===== src/rtl/iomem_master.sv =====
// iomem_master: turns single commands into iomem bus transfers.
// One command is accepted in IDLE, driven on the iomem bus in REQ until the
// responder pulses iomem_ready (or the wait timer expires), and then held as a
// response in RESP until the consumer takes it.
//
// Ports:
//   clk, resetn            clock, synchronous active-low reset
//   cmd_valid/ready        command handshake; cmd_write, cmd_addr, cmd_wdata, cmd_wstrb
//   rsp_valid/ready        response handshake; rsp_rdata, rsp_err
//   iomem_valid/ready      bus request / responder completion pulse
//   iomem_addr/wdata/wstrb bus address, write data, byte strobes (0000 = read)
//   iomem_rdata            responder read data
//   busy                   high whenever the FSM is not IDLE
//
// state | meaning
// IDLE  | waiting for a command, cmd_ready high
// REQ   | bus transfer in flight, iomem_valid high, wait timer running
// RESP  | response presented, held until rsp_ready
module iomem_master #(
  parameter int unsigned TIMEOUT_CYCLES = 256
) (
  input  logic        clk,
  input  logic        resetn,
  input  logic        cmd_valid,
  output logic        cmd_ready,
  input  logic        cmd_write,
  input  logic [31:0] cmd_addr,
  input  logic [31:0] cmd_wdata,
  input  logic [3:0]  cmd_wstrb,
  output logic        rsp_valid,
  input  logic        rsp_ready,
  output logic [31:0] rsp_rdata,
  output logic        rsp_err,
  output logic        iomem_valid,
  input  logic        iomem_ready,
  output logic [31:0] iomem_addr,
  output logic [31:0] iomem_wdata,
  output logic [3:0]  iomem_wstrb,
  input  logic [31:0] iomem_rdata,
  output logic        busy
);

  typedef enum logic [1:0] {
    S_IDLE = 2'd0,
    S_REQ  = 2'd1,
    S_RESP = 2'd2
  } state_t;

  // The wait timer is a down-counter: loaded with TIMEOUT_CYCLES-1 on accept so
  // that terminal count (zero) is reached in the TIMEOUT_CYCLES-th REQ cycle.
  localparam logic [15:0] WAIT_LOAD =
    (TIMEOUT_CYCLES == 0) ? 16'd0 : 16'(TIMEOUT_CYCLES - 1);

  state_t      state;
  state_t      state_nxt;
  logic [15:0] wait_cnt;
  logic        cmd_fire;
  logic        cmd_illegal;
  logic        timeout_hit;

  assign cmd_fire    = cmd_valid && cmd_ready;
  assign cmd_illegal = cmd_write && (cmd_wstrb == 4'b0000);
  assign timeout_hit = (TIMEOUT_CYCLES != 0) && (wait_cnt == 16'd0);

  // State register
  always_ff @(posedge clk) begin
    if (!resetn) begin
      state <= S_IDLE;
    end else begin
      state <= state_nxt;
    end
  end

  // Next-state logic; iomem_ready is checked before the timer so ready wins
  // on the expiry cycle.
  always_comb begin
    state_nxt = state;
    case (state)
      S_IDLE: begin
        if (cmd_fire) begin
          state_nxt = cmd_illegal ? S_RESP : S_REQ;
        end
      end
      S_REQ: begin
        if (iomem_ready || timeout_hit) begin
          state_nxt = S_RESP;
        end
      end
      S_RESP: begin
        if (rsp_ready) begin
          state_nxt = S_IDLE;
        end
      end
      default: state_nxt = S_IDLE;
    endcase
  end

  // Outputs decoded from state
  always_comb begin
    cmd_ready   = resetn && (state == S_IDLE);
    iomem_valid = (state == S_REQ);
    rsp_valid   = (state == S_RESP);
    busy        = (state != S_IDLE);
  end

  // Command capture, wait timer and response registers
  always_ff @(posedge clk) begin
    if (!resetn) begin
      iomem_addr  <= 32'd0;
      iomem_wdata <= 32'd0;
      iomem_wstrb <= 4'b0000;
      rsp_rdata   <= 32'd0;
      rsp_err     <= 1'b0;
      wait_cnt    <= 16'd0;
    end else begin
      case (state)
        S_IDLE: begin
          if (cmd_fire) begin
            iomem_addr  <= cmd_addr;
            iomem_wdata <= cmd_write ? cmd_wdata : 32'd0;
            iomem_wstrb <= cmd_write ? cmd_wstrb : 4'b0000;
            wait_cnt    <= WAIT_LOAD;
            rsp_rdata   <= 32'd0;
            rsp_err     <= cmd_illegal;
          end
        end
        S_REQ: begin
          if (iomem_ready) begin
            // Zero-strobe writes never reach REQ, so wstrb==0 here means a read.
            rsp_rdata <= (iomem_wstrb == 4'b0000) ? iomem_rdata : 32'd0;
            rsp_err   <= 1'b0;
          end else if (timeout_hit) begin
            rsp_rdata <= 32'd0;
            rsp_err   <= 1'b1;
          end else begin
            wait_cnt <= wait_cnt - 16'd1;
          end
        end
        default: begin
        end
      endcase
    end
  end

endmodule


===== config.mk =====
export PLATFORM = sky130hd
export DESIGN_NAME = iomem_master
export DESIGN_NICKNAME = d
export VERILOG_FILES = /design/src/rtl/iomem_master.sv
export SDC_FILE = /design/constraint.sdc
export NUM_CORES = 1
export LEC_CHECK = 0
export CAP_MARGIN = 40
export CORE_MARGIN = 1.5
export CORE_UTILIZATION = 41
export DETAILED_ROUTE_END_ITERATION = 7
export GPL_ROUTABILITY_DRIVEN = 0
export PLACE_DENSITY = 0.85
export SLEW_MARGIN = 10
export SYNTH_ARGS = -nofsm -noshare
export SYNTH_HDL_FRONTEND = slang
export SYNTH_SLANG_ARGS = --single-unit

===== constraint.sdc =====
create_clock -name clk -period 2.65 [get_ports clk]
set_input_delay 0.53 -clock clk [delete_from_list [all_inputs] [get_ports clk]]
set_output_delay 0.53 -clock clk [all_outputs]
set_load 0.01 [all_outputs]

==> summary.md <==
| Metric | Value |
|---|---|
| Slew HR | 47.6% |
| I/O pin count | 211 |
| Bufs on Longest Clock Path | 2 |
| Fill cell count | 837 |
| Final Skew | 8.81 ps |
| Worst Path Required | 2120 ps |
| Congestion Overflow GR | 0 |
| Overall power | 4.68 mW |
| P_leak | 2.71 nW |
| DRT antenna net count | 0 |
| H-tree depth | 4 |
| Crit-path max FO | 9 |
| Minimum clock period | 2510 ps |
| Layout area overhead | 62.7% |
| CTS Root Cell | clkbuf_8 |
| MaxCap Viol Count | 0 |
| Nature of the critical path endpoint | output port |
| # rows | 37 |
| Synthesized area | 4450 sq um |
| Hold Vio Cnt, Final | 0 |
| Post-cts hold buffer count | 0 |
| Crit Path Class | reg2out |
| Final TNS setup | 0 ps |
| Cts repair resizes | 0 |
| Synthesized flop and latch total | roughly 120 |
| Initial Util | roughly 43% |
| All-Layer GR Usage | 23.5% |
| Syn_area_per_cell | 8.83 sq um |
| Vias in the first global route | 4451 |
| RSZ-0062 raised after global routing | no |
| Post-Layout Cell Count | 850 |
| Gate Count Post-Synth | 504 |
| Layout cells sized above 1 | 7.98% |
| Largest net degree at the start of global routing | 74 |
| Final period util | 94.9% |
| Vias per cell | 5.36 |
| Clock tree sinks | 119 |
| Seq/Total Area, Yosys | between 50% and 60% |
| Slew @ Worst Pin | slightly below 800 ps |
| Die ar. | around 11000 sq um |
| Drc violations | 0 |
| Synth Net Count | about 610 |
| Detailed Place HPWL | 9550 microns |
| Final Max Tran Viols | 0 |
| Leading cell types in the layout, fill and taps excluded | 209 x clkdlybuf4s50_1, 119 x dfxtp_1, 104 x nand2_1 |
| WL/cell | 16.2 microns |
| Antenna diodes | 0 |
| Port-buffer cells | 210 |
| Max VDD drop | 0.000552 V |
| Power per Cell Area | 647 nW/um^2 |
| Die width | between 100 and 150 microns |
| Final setup violation count | 0 |
| CTS tree | built |
| Pre-Repair DR Iteration Count | 4 |
| Crit path DAT | between 1500 and 2000 ps |
| Most common cell after layout, fill and taps aside | clkdlybuf4s50_1 |
| Final nets | 808 |
| Max Fclk | a little under 0.4 GHz |
| Synth unique cells | 44 |
| Dpl ws | approximately 150 ps |
| Core area | 10400 sq um |
| Clk slew on worst S/H paths | 60 ps |
| Post-Place Cells | 818 |
| Post-CTS Setup Inserts | 0 |
| Final WS setup | 136 ps |
| Number of DRC markers in iteration 0 | ~320 |
| Chip height | 107 microns |
| CP startpoint kind | register |
| Initial antenna violation count | 0 |
| First-pass GRT wire length | 21500 microns |
| Hold WC Path Type | reg2reg |
| CTS Buf Count | 17 |
| Clk_lat worst skew | 500 ps |
| Yosys warning total | 0 |
| Via Count | roughly 4600 |
| Status | completed |
| Routed wire length | roughly 14000 microns |
## synthesized netlist by cell type, drive strengths merged
library cell	instances	area (sq um)
dfxtp	119	2380
nand2	105	394
nand3	71	355
a21oi	47	235
clkbuf	37	139
a32o	32	320
nor2	9	33.8
inv	7	26.3
nor3	6	30.0
buf	5	20.0
o41ai	5	43.8
or3	5	35.0
or4	5	41.3
or4b	5	50.1
a211oi	4	30.0
nor4	4	25.0
o21ai	4	20.0
a311oi	3	26.3
a31oi	3	18.8
nand4	3	18.8
a221oi	2	17.5
and3	2	12.5
and4	2	17.5
nand2b	2	12.5
nor2b	2	12.5
nor3b	2	15.0
nor4b	2	23.8
o211ai	2	15.0
a22o	1	8.76
a22oi	1	7.51
and2	1	6.26
and4b	1	10.0
ha	1	12.5
nand4b	1	8.76
o2111ai	1	8.76
o31ai	1	7.51
or3b	1	8.76
## layout make-up
cell class | count | area [sq um] | area share [%]
Clock buffer | 19 | 442 | 6.10
Clock inverter | 13 | 121 | 1.68
Inverter | 7 | 26.3 | 0.363
Multi-Input combinational cell | 336 | 1890 | 26.1
Sequential cell | 119 | 2380 | 32.9
Tap cell | 136 | 170 | 2.35
Timing Repair Buffer | 220 | 2210 | 30.5
## path summary, 6_finish.rpt
path | from | to | slack [ps] | depth (start not counted)
max | state[0]$_SDFFE_PN0P_ | cmd_ready | 140 | 2
min | iomem_wdata[16]$_SDFFE_PN0P_ | iomem_wdata[16]$_SDFFE_PN0P_ | 450 | 2
min reg2reg | iomem_wdata[16]$_SDFFE_PN0P_ | iomem_wdata[16]$_SDFFE_PN0P_ | 450 | 2
max reg2reg | wait_cnt[8]$_SDFFE_PN0P_ | wait_cnt[15]$_SDFFE_PN0P_ | 510 | 4
## cells by family (layout without fill, tap and decap cells)
| group | Yosys count | count (layout) | synth area share [%] |
|---|---|---|---|
| AO/OA/AOI/OAI | 106 | 106 | 17.1 |
| adder cells (fa/ha/maj) | 1 | 1 | 0.281 |
| buffers and inverters | 49 | 259 | 4.16 |
| flip-flops | 119 | 119 | 53.5 |
| AND/OR/NAND/NOR | 229 | 229 | 25.0 |
## registers in the layout, indices dropped and copies added, names as in the netlist
signal       flops
iomem_wstrb      4
rsp_err          1
iomem_wdata     32
wait_cnt        16
state            2
rsp_rdata       32
iomem_addr      32
## critical path, cell delays in order (launching register included)
cell	delay, ps
dfxtp_1	380
nor3b_1	440
clkdlybuf4s50_1	660
## power by group
| group | total (mW) | switching, mW | internal [mW] |
|---|---|---|---|
| sequential | 1.93 | 0.0608 | 1.87 |
| combinational | 0.620 | 0.280 | 0.340 |
| clock | 2.13 | 0.831 | 1.30 |
## through the flow
| step | util (%) | hold WS [ps] | cell area (sq um) |
|---|---|---|---|
| finish | 69.5 | 451 | 7240 |
| global route | 69.5 | 469 | 7240 |
| CTS | 69.5 | 453 | 7240 |
| detailed placement | 64.1 | 444 | 6680 |
| global placement | 64.1 | 438 | 6680 |
| floorplan | - | 454 | 4450 |
## routing by layer
metal,vias to the layer above,global-route usage [%],share of wire (%)
li1,2227,-,-
met1,2111,27.1,41
met2,199,40.5,49
met3,17,7.90,8.2
met4,0,7.90,1.8
met5,-,0,0
(Power assumes the default switching activity.)
